[config.mk]
export PLATFORM = sky130hd
export DESIGN_NAME = leve1_trap_ctrl_flat
export DESIGN_NICKNAME = d
export VERILOG_FILES = /design/src/rtl/leve1_trap_ctrl_if.sv /design/src/rtl/leve1_trap_ctrl.sv /design/src/flat_wrapper.sv
export SDC_FILE = /design/constraint.sdc
export NUM_CORES = 1
export LEC_CHECK = 0
export CAP_MARGIN = 20
export CORE_ASPECT_RATIO = 1.75
export CORE_MARGIN = 2
export CORE_UTILIZATION = 49
export DETAILED_ROUTE_END_ITERATION = 10
export HOLD_SLACK_MARGIN = 0.1
export PLACE_DENSITY = 0.8
export REMOVE_ABC_BUFFERS = 1
export SETUP_SLACK_MARGIN = 0.02
export SLEW_MARGIN = 20
export SYNTH_ARGS = -nofsm -noshare
export SYNTH_HDL_FRONTEND = slang
export SYNTH_SLANG_ARGS = --single-unit
[constraint.sdc]
create_clock -name CLK -period 3.8 [get_ports CLK]
set_clock_uncertainty 0.15 [all_clocks]
set_input_delay 0.38 -clock CLK [delete_from_list [all_inputs] [get_ports CLK]]
set_output_delay 0.38 -clock CLK [all_outputs]
set_load 0.05 [all_outputs]
[src/rtl/leve1_trap_ctrl_if.sv]
// +----------------------------------------------------------------------------
// | leve1_trap_ctrl_if : request, redirect and CSR-port bundle for the trap
// |                      and xRET sequencer
// | Revision: 1.0
// +----------------------------------------------------------------------------
`default_nettype none

interface leve1_trap_ctrl_if;
  logic        TRAP_VALID;
  logic [63:0] TRAP_CAUSE;
  logic [63:0] TRAP_EPC;
  logic [63:0] TRAP_TVAL;
  logic        XRET_VALID;
  logic        XRET_S;
  logic        READY;
  logic        BUSY;
  logic [11:0] CSR_RA;
  logic [63:0] CSR_RD;
  logic [1:0]  CSR_WCMD;
  logic [11:0] CSR_WA;
  logic [63:0] CSR_WD;
  logic        REDIRECT_VALID;
  logic [63:0] REDIRECT_PC;
  logic [1:0]  MODE;

  modport slave (
    input  TRAP_VALID, TRAP_CAUSE, TRAP_EPC, TRAP_TVAL, XRET_VALID, XRET_S, CSR_RD,
    output READY, BUSY, CSR_RA, CSR_WCMD, CSR_WA, CSR_WD, REDIRECT_VALID, REDIRECT_PC, MODE
  );

  modport master (
    output TRAP_VALID, TRAP_CAUSE, TRAP_EPC, TRAP_TVAL, XRET_VALID, XRET_S, CSR_RD,
    input  READY, BUSY, CSR_RA, CSR_WCMD, CSR_WA, CSR_WD, REDIRECT_VALID, REDIRECT_PC, MODE
  );
endinterface

`default_nettype wire

[src/rtl/leve1_trap_ctrl.sv]
// +----------------------------------------------------------------------------
// | leve1_trap_ctrl : owns the CSR port to save/restore trap context, switch
// |                   privilege mode and redirect fetch
// | Revision: 1.0
// +----------------------------------------------------------------------------
`default_nettype none

module leve1_trap_ctrl (
  input  logic             CLK,
  input  logic             RSTn,
  leve1_trap_ctrl_if.slave bus
);

  localparam logic [1:0] CSR_NONE  = 2'b00;
  localparam logic [1:0] CSR_WRITE = 2'b01;
  localparam logic [1:0] MODE_M    = 2'b11;
  localparam logic [1:0] MODE_S    = 2'b01;

  typedef enum logic [3:0] {
    ST_IDLE, ST_RD_DELEG, ST_RD_VEC, ST_WR_EPC, ST_WR_CAUSE,
    ST_WR_TVAL, ST_WR_STAT, ST_DONE, ST_RD_EPC, ST_RD_STAT
  } state_t;

  typedef enum logic [1:0] {K_TRAP, K_MRET, K_SRET} kind_t;

  state_t      state_q, state_d;
  kind_t       kind_q, kind_d;
  logic        deleg_q, deleg_d;
  logic [63:0] cause_q, cause_d;
  logic [63:0] epc_q, epc_d;
  logic [63:0] tval_q, tval_d;
  logic [63:0] tgt_q, tgt_d;
  logic [63:0] redirect_pc_q, redirect_pc_d;
  logic [1:0]  mode_q, mode_d;

  logic [11:0] csr_ra;
  logic [1:0]  csr_wcmd;
  logic [11:0] csr_wa;
  logic [63:0] csr_wd;
  logic        s_side;
  logic [63:0] tvec_base;
  logic [63:0] trap_tgt;

  // S-level CSRs are used by delegated traps and by SRET.
  assign s_side    = (kind_q == K_TRAP) ? deleg_q : (kind_q == K_SRET);
  assign tvec_base = tgt_q & ~64'd3;
  assign trap_tgt  = (tgt_q[1:0] == 2'b01 && cause_q[63])
                   ? tvec_base + {56'd0, cause_q[5:0], 2'b00}
                   : tvec_base;

  always_ff @(posedge CLK or negedge RSTn) begin
    if (!RSTn) begin
      state_q       <= ST_IDLE;
      kind_q        <= K_TRAP;
      deleg_q       <= 1'b0;
      cause_q       <= '0;
      epc_q         <= '0;
      tval_q        <= '0;
      tgt_q         <= '0;
      redirect_pc_q <= '0;
      mode_q        <= MODE_M;
    end else begin
      state_q       <= state_d;
      kind_q        <= kind_d;
      deleg_q       <= deleg_d;
      cause_q       <= cause_d;
      epc_q         <= epc_d;
      tval_q        <= tval_d;
      tgt_q         <= tgt_d;
      redirect_pc_q <= redirect_pc_d;
      mode_q        <= mode_d;
    end
  end

  always_comb begin
    state_d       = state_q;
    kind_d        = kind_q;
    deleg_d       = deleg_q;
    cause_d       = cause_q;
    epc_d         = epc_q;
    tval_d        = tval_q;
    tgt_d         = tgt_q;
    redirect_pc_d = redirect_pc_q;
    mode_d        = mode_q;
    csr_ra        = 12'h000;
    csr_wcmd      = CSR_NONE;
    csr_wa        = 12'h000;
    csr_wd        = '0;

    case (state_q)
      ST_IDLE: begin
        if (bus.TRAP_VALID) begin
          kind_d  = K_TRAP;
          deleg_d = 1'b0;
          cause_d = bus.TRAP_CAUSE;
          epc_d   = bus.TRAP_EPC;
          tval_d  = bus.TRAP_TVAL;
          state_d = ST_RD_DELEG;
        end else if (bus.XRET_VALID) begin
          kind_d  = bus.XRET_S ? K_SRET : K_MRET;
          state_d = ST_RD_EPC;
        end
      end
      ST_RD_DELEG: begin
        csr_ra  = 12'h302;
        state_d = ST_RD_VEC;
      end
      ST_RD_VEC: begin
        // Interrupts are never delegated by medeleg; M-mode traps stay in M.
        deleg_d = (mode_q != MODE_M) && !cause_q[63] && bus.CSR_RD[cause_q[5:0]];
        csr_ra  = deleg_d ? 12'h105 : 12'h305;
        state_d = ST_WR_EPC;
      end
      ST_WR_EPC: begin
        tgt_d    = bus.CSR_RD;
        csr_wcmd = CSR_WRITE;
        csr_wa   = s_side ? 12'h141 : 12'h341;
        csr_wd   = {epc_q[63:1], 1'b0};
        state_d  = ST_WR_CAUSE;
      end
      ST_WR_CAUSE: begin
        csr_wcmd = CSR_WRITE;
        csr_wa   = s_side ? 12'h142 : 12'h342;
        csr_wd   = cause_q;
        state_d  = ST_WR_TVAL;
      end
      ST_WR_TVAL: begin
        csr_wcmd = CSR_WRITE;
        csr_wa   = s_side ? 12'h143 : 12'h343;
        csr_wd   = tval_q;
        csr_ra   = s_side ? 12'h100 : 12'h300;
        state_d  = ST_WR_STAT;
      end
      ST_RD_EPC: begin
        csr_ra  = s_side ? 12'h141 : 12'h341;
        state_d = ST_RD_STAT;
      end
      ST_RD_STAT: begin
        tgt_d   = bus.CSR_RD;
        csr_ra  = s_side ? 12'h100 : 12'h300;
        state_d = ST_WR_STAT;
      end
      ST_WR_STAT: begin
        csr_wcmd = CSR_WRITE;
        csr_wa   = s_side ? 12'h100 : 12'h300;
        csr_wd   = bus.CSR_RD;
        case (kind_q)
          K_TRAP: begin
            redirect_pc_d = trap_tgt;
            if (deleg_q) begin
              csr_wd[5] = bus.CSR_RD[1];
              csr_wd[1] = 1'b0;
              csr_wd[8] = mode_q[0];
              mode_d    = MODE_S;
            end else begin
              csr_wd[7]     = bus.CSR_RD[3];
              csr_wd[3]     = 1'b0;
              csr_wd[12:11] = mode_q;
              mode_d        = MODE_M;
            end
          end
          K_MRET: begin
            redirect_pc_d = tgt_q;
            csr_wd[3]     = bus.CSR_RD[7];
            csr_wd[7]     = 1'b1;
            csr_wd[12:11] = 2'b00;
            mode_d        = bus.CSR_RD[12:11];
          end
          default: begin
            redirect_pc_d = tgt_q;
            csr_wd[1]     = bus.CSR_RD[5];
            csr_wd[5]     = 1'b1;
            csr_wd[8]     = 1'b0;
            mode_d        = {1'b0, bus.CSR_RD[8]};
          end
        endcase
        state_d = ST_DONE;
      end
      ST_DONE: begin
        state_d = ST_IDLE;
      end
      default: begin
        state_d = ST_IDLE;
      end
    endcase
  end

  assign bus.READY          = (state_q == ST_IDLE);
  assign bus.BUSY           = (state_q != ST_IDLE);
  assign bus.CSR_RA         = csr_ra;
  assign bus.CSR_WCMD       = csr_wcmd;
  assign bus.CSR_WA         = csr_wa;
  assign bus.CSR_WD         = csr_wd;
  assign bus.REDIRECT_VALID = (state_q == ST_DONE);
  assign bus.REDIRECT_PC    = redirect_pc_q;
  assign bus.MODE           = mode_q;

endmodule

`default_nettype wire

[src/flat_wrapper.sv]
// flat-port wrapper written by rule: the top's interface ports become plain ports
module leve1_trap_ctrl_flat 
  (CLK, RSTn, bus_TRAP_VALID, bus_TRAP_CAUSE, bus_TRAP_EPC, bus_TRAP_TVAL, bus_XRET_VALID, bus_XRET_S, bus_CSR_RD, bus_READY, bus_BUSY, bus_CSR_RA, bus_CSR_WCMD, bus_CSR_WA, bus_CSR_WD, bus_REDIRECT_VALID, bus_REDIRECT_PC, bus_MODE);
  leve1_trap_ctrl_if bus_i ();
  input  logic CLK;
  input  logic RSTn;
  input wire logic [$bits(bus_i.TRAP_VALID)-1:0] bus_TRAP_VALID;
  input wire logic [$bits(bus_i.TRAP_CAUSE)-1:0] bus_TRAP_CAUSE;
  input wire logic [$bits(bus_i.TRAP_EPC)-1:0] bus_TRAP_EPC;
  input wire logic [$bits(bus_i.TRAP_TVAL)-1:0] bus_TRAP_TVAL;
  input wire logic [$bits(bus_i.XRET_VALID)-1:0] bus_XRET_VALID;
  input wire logic [$bits(bus_i.XRET_S)-1:0] bus_XRET_S;
  input wire logic [$bits(bus_i.CSR_RD)-1:0] bus_CSR_RD;
  output wire logic [$bits(bus_i.READY)-1:0] bus_READY;
  output wire logic [$bits(bus_i.BUSY)-1:0] bus_BUSY;
  output wire logic [$bits(bus_i.CSR_RA)-1:0] bus_CSR_RA;
  output wire logic [$bits(bus_i.CSR_WCMD)-1:0] bus_CSR_WCMD;
  output wire logic [$bits(bus_i.CSR_WA)-1:0] bus_CSR_WA;
  output wire logic [$bits(bus_i.CSR_WD)-1:0] bus_CSR_WD;
  output wire logic [$bits(bus_i.REDIRECT_VALID)-1:0] bus_REDIRECT_VALID;
  output wire logic [$bits(bus_i.REDIRECT_PC)-1:0] bus_REDIRECT_PC;
  output wire logic [$bits(bus_i.MODE)-1:0] bus_MODE;
  assign bus_i.TRAP_VALID = bus_TRAP_VALID;
  assign bus_i.TRAP_CAUSE = bus_TRAP_CAUSE;
  assign bus_i.TRAP_EPC = bus_TRAP_EPC;
  assign bus_i.TRAP_TVAL = bus_TRAP_TVAL;
  assign bus_i.XRET_VALID = bus_XRET_VALID;
  assign bus_i.XRET_S = bus_XRET_S;
  assign bus_i.CSR_RD = bus_CSR_RD;
  assign bus_READY = bus_i.READY;
  assign bus_BUSY = bus_i.BUSY;
  assign bus_CSR_RA = bus_i.CSR_RA;
  assign bus_CSR_WCMD = bus_i.CSR_WCMD;
  assign bus_CSR_WA = bus_i.CSR_WA;
  assign bus_CSR_WD = bus_i.CSR_WD;
  assign bus_REDIRECT_VALID = bus_i.REDIRECT_VALID;
  assign bus_REDIRECT_PC = bus_i.REDIRECT_PC;
  assign bus_MODE = bus_i.MODE;
  leve1_trap_ctrl u_core (.CLK(CLK), .RSTn(RSTn), .bus(bus_i));
endmodule
== Word level (Yosys, flattened, before mapping) ==
Index checks and enable logic that the tools add are counted.

* Register bits: 329
* Bits in latches: 0
* Memory bits (writable): 0
* Bits in read-only memories: 0
* Bits of input ports: 261
* Output and inout bits: 159
* Word-level logic and storage cells: 77
* Memories: 0

* $add $sub $neg: 1
* $mul: 0
* Divide/modulo/power cells: 0
* $lt $le $gt $ge: 1
* Equal/unequal tests: 15
* Shifts and indexed selects: 0
* Multiplexer cells: 36
* Bitwise operators: 0
* Reduce and logical (&&, ||, !) cells: 15

{| class="wikitable"
|+ Operators with widths
! operator !! number
|-
| $pmux W64 S4 || 1
|-
| $mux W64 || 2
|-
| $pmux W12 S4 || 2
|-
| $add A64 B8 Y64 || 1
|-
| $mux W10 || 5
|-
| $pmux W4 S8 || 1
|-
| $eq A4 B3 Y1 const B || 4
|-
| $pmux W1 S2 || 6
|-
| $mux W2 || 5
|-
| $mux W1 || 9
|-
| $eq A4 B2 Y1 const B || 2
|-
| $eq A4 B4 Y1 const B || 2
|-
| $mux W4 || 2
|-
| $pmux W2 S2 || 2
|-
| $lt A6 B7 Y1 const B || 1
|-
| $bmux W1 S6 || 1
|-
| $reduce_and A2 Y1 || 3
|-
| $eq A2 B1 Y1 const B || 2
|-
| $eq A4 B1 Y1 const B || 1
|-
| $logic_not A4 Y1 || 1
|-
| $ne A2 B2 Y1 const B || 2
|-
| $reduce_bool A2 Y1 || 2
|-
| $reduce_bool A4 Y1 || 1
|-
| $reduce_or A2 Y1 || 2
|-
| other kinds (6) || 8
|}

== Depth between registers and ports, before layout ==
* Word-level depth: 5
* Mapped depth: 10
* Gate-level depth less buffers: 8

== Worst setup path before layout ==
No wires, ideal clock.

* Path kind: register -> register
* From: register u_core.state_q[1]
* To: register u_core.cause_q[0]
* Library setup time: 0.125 ns
* Arrival time: 3.419 ns
* Required time: 3.525 ns
* Slack: 0.106 ns
* Stages on the path, launching flop included: 7
* Buffers on the path: 3
* Clock period less this slack: 3.694 ns
* Cells stage by stage: dfrtp_1 -> clkbuf_1 -> nor4_1 -> nand2_1 -> clkbuf_1 -> clkbuf_1 -> mux2_2

* Cells in the longest elaborated chain, start to end: 2

{| class="wikitable"
|+ RTL lines
! item !! RTL line !! RTL
|-
| start, declared || leve1_trap_ctrl.sv:26 || <nowiki>state_t state_q, state_d;</nowiki>
|-
| start signal, assigned || leve1_trap_ctrl.sv:63 || <nowiki>state_q <= state_d;</nowiki>
|-
| $logic_not A4 Y1 || - ||
|-
| net bus_READY || flat_wrapper.sv:14 || <nowiki>output wire logic [$bits(bus_i.READY)-1:0] bus_READY;</nowiki>
|-
| $reduce_and A2 Y1 (no source line) || - ||
|-
| end signal, assigned || leve1_trap_ctrl.sv:66 || <nowiki>cause_q <= cause_d;</nowiki>
|-
| end, declared || leve1_trap_ctrl.sv:29 || <nowiki>logic [63:0] cause_q, cause_d;</nowiki>
|}

The timed path passes the listed nets, and every way through them passes these cells.
A chain may end at the register's enable or synchronous reset.

== Final worst setup path ==
* From: register u_core.state_q[3]
* To: output port bus_CSR_WD[31]

* Cells in the longest elaborated chain, start to end: 2
* Elaborated cells on any way between the ends: 5
* Classes of those cells: eq/ne (4); mux (1)

{| class="wikitable"
|+ RTL lines
! item !! RTL line !! RTL
|-
| $eq A4 B3 Y1 / $eq A4 B2 Y1 (equally long branches) || leve1_trap_ctrl.sv:90 || <nowiki>case (state_q)</nowiki>
|-
| $pmux W64 S4 * || leve1_trap_ctrl.sv:90 ||
|-
| end, declared || flat_wrapper.sv:19 || <nowiki>output wire logic [$bits(bus_i.CSR_WD)-1:0] bus_CSR_WD;</nowiki>
|}

Every way passes the cells marked *; elsewhere a longest branch is shown, timed or not.

==> summary.md <==
| Metric | Value |
|---|---|
| Hold Path Origin | `bus_TRAP_EPC[59]` |
| Total CTS buffers | `31` |
| Dominant cells by area after synthesis | `dfrtp_1, mux2_2, a22oi_1` |
| Latest clock arrival within the worst-skew pair | `580 ps` |
| TritonCTS clock tree | `built` |
| Fin crit share | `0.9666` |
| I/O pin count | `420` |
| Postcts setup bufs | `0` |
| Tot Pwr | `0.02121 W` |
| Syn avg cell area | `11.62 sq um` |
| DRC viols | `0` |
| Number of synthesized flops with an enable pin | `0` |
| CTS root buf | `clkbuf_16` |
| Yosys top cell area share | `0.5161` |
| Fin Setup TNS | `0 ps` |
| Final instance area | `21,450 sq um` |
| Number of global-route vias before repair | `13,440` |
| Outcome | `completed` |
| Gate count after technology mapping | `1,360` |
| CTS clk-pin slew, worst paths | `approximately 70 ps` |
| Top cell type by total area after synthesis | `dfrtp_1` |
| DRC marker count from the first detailed-route iteration | `between 800 and 900` |
| Slew HR | `0.3981` |
| Slew @ Worst Pin | `about 900 ps` |
| Initial Utilization | `0.4939` |
| Hold Worst Slack | `262.1 ps` |
| DPL Wire Length | `35,250 um` |
| # clock sinks | `328` |
| Routed wire length | `just under 50,000 um` |
| Final hold vios | `0` |
| Gr usage total | `0.2836` |
| Tmin final | `3673 ps` |
| Wire per inst | `~22 um` |
| # setup viols final | `0` |
| Largest net degree at the start of global routing | `106` |
| Largest fanout on the critical path | `22` |
| Share of layout cells above drive strength 1 | `0.2287` |
| Ys flop type | `dfrtp_1` |
| Final nets | `just over 2,000` |
| Synthesized flop and latch total | `328` |
| Nature of the critical path startpoint | `flip-flop` |
| Reg-to-Reg Start | `u_core.cause_q[1]` |
| GR Overflow Total | `0` |
| Peak supply drop | `0.0008506 V` |
| Routed via count | `12,780` |
| Hold Path Class | `input pin to flip-flop` |
| Area growth syn-to-layout | `35.72%` |
| RePlAce Congestion | `0.8743` |
| H-tree depth | `1` |
| Required @ worst endpoint | `3270 ps` |
| DP Worst Slack | `203.6 ps` |
| DRT antenna net count | `0` |
| Die area | `between 30,000 and 40,000 sq um` |
| Max Slew Vio Count | `0` |
| Fmax | `around 270 MHz` |
| Power Density | `988.8 nW/um^2` |
| PortBufs | `404` |
| Asr flop ratio synth | `1.000` |
| Seq/Total Area, Yosys | `0.5194` |
| RSZ-0062 raised after global routing | `yes` |
| Netlist Area Pre-Place | `15,810 sq um` |
| Core area | `32,000 sq um` |
| Leak | `9.114 nW` |
| Yosys warns | `0` |
| DRT Pass-1 Iters | `6` |
| Die width | `139.8 um` |
| Crit Path Class | `flip-flop to output pin` |
| Max-Cap Viols | `0` |
| Placement row count | `87` |
| Global-route wire length before repair | `75,310 um` |
| Worst Slack Setup Final | `126.8 ps` |
| Clock buffer depth | `3` |
| Cell Area, Placed | `about 20,000 sq um` |
| Number of antenna violations at the first check in global routing | `4` |
| Vias per cell | `5.866` |
| WP data arrival | `between 3000 and 4000 ps` |
| Synth unique cells | `59` |
| Die Y | `241.6 um` |
| Critical Path Source | `u_core.state_q[3]` |
| Crit. End Element | `output pin` |
==> cell type report <==
class / instances / area [sq um]
Sequential cell: 328 / 8214
Inverter: 13 / 48.80
Timing Repair Buffer: 446 / 4377
Clock inverter: 14 / 193.9
Antenna cell: 4 / 10.01
Tap cell: 400 / 500.5
Fill cell: 2420 / 10550
Clock buffer: 44 / 904.6
Multi-Input combinational cell: 930 / 7204
==> report_power, final <==
| group | internal [W] | switching [W] | total [W] |
|---|---|---|---|
| Sequential | 0.00527 | 0.00137 | 0.00663 |
| Clock | 0.00194 | 0.00138 | 0.00332 |
| Combinational | 0.00431 | 0.00695 | 0.0113 |
==> cells in the mapped netlist (7+ instances only) <==
library cell and count:
xnor2_1 37, a21oi_1 18, mux2i_1 11, nor2_1 43
buf_4 14, nor3_1 17, nor2b_1 8, and3_1 10
nand4_1 10, a22oi_1 114, a222oi_1 7, clkbuf_1 81
dfrtp_1 326, mux4_2 12, nand2_1 148, inv_1 13
o21ai_0 75, nor4_1 17, nand3_1 23, a31oi_1 11
or3_1 11, mux2_2 260, xor2_1 13
==> critical path, stage by stage, from the launching register on <==
cell           delay (ps)
dfrtp_1               520
inv_1                 190
nand2_1               260
nor2_4                370
buf_4                 390
a22oi_1               150
nand2_1                80
dlygate4sd2_1         570
==> repair_timing <==
action,CTS,global route
resized for setup,48,12
hold endpoints to repair,96,0
hold buffers,1,0
endpoints found under the setup margin,46,18
pin swaps,0,0
==> layer usage <==
layer  part of all wire  GRT usage
met5                  0          0
met3              0.059    0.04277
met2               0.52     0.4991
met1               0.36     0.3302
met4              0.059     0.1532
==> kinds of logic (layout without fill, tap and decap cells) <==
kind of cell	after synthesis	count (layout)	synth area share
adder cells (fa/ha/maj)	7	7	0.006016
AO/OA/AOI/OAI	251	251	0.1053
buffers and inverters	115	517	0.03127
multiplexers	283	283	0.2093
flip-flops	328	328	0.5194
XOR/XNOR	50	50	0.02771
AND/OR/NAND/NOR	325	325	0.1008
other	1	18	0.0002372
==> layout by cell type, fill, tap and decap left out, types with 18 or more instances in the layout <==
cell / Yosys / final
clkdlybuf4s50_1: 0 / 339
nor2_1: 43 / 41
dlygate4sd2_1: 0 / 34
nand3_1: 23 / 23
xnor2_1: 37 / 37
a21oi_1: 18 / 18
buf_4: 14 / 52
o21ai_0: 75 / 75
dfrtp_1: 326 / 323
nand2_1: 148 / 146
mux2_2: 260 / 260
a22oi_1: 114 / 114
clkbuf_16: 0 / 31
==> stage by stage <==
stage / utilization / instances
2_1_floorplan: - / 1271
3_3_place_gp: 0.6362 / 2116
3_5_place_dp: 0.6362 / 2116
4_1_cts: 0.6696 / 2175
5_1_grt: 0.6703 / 2179
6_report: 0.6703 / 2179
==> registers in the layout, summed over array words and instances, names as in the netlist <==
register                count
u_core.epc_q               63
u_core.bus.REDIRECT_PC     64
u_core.tval_q              64
u_core.state_q              4
u_core.kind_q               2
u_core.tgt_q               64
u_core.cause_q             64
u_core.deleg_q              1
u_core.bus.MODE             2
==> path summary, 6_finish.rpt <==
kind                       depth (start not counted)  slack, ps                    endpoint
min                                                2        260            u_core.epc_q[59]
max                                                7        130              bus_CSR_WD[31]
min in group asynchronous                          2        270          u_core.cause_q[17]
max reg2reg                                        8        510  u_core.bus.REDIRECT_PC[63]
max in group asynchronous                          3       2240            u_core.epc_q[52]
min reg2reg                                        2        330  u_core.bus.REDIRECT_PC[48]
Note: power is estimated with default switching activity, not from simulation.
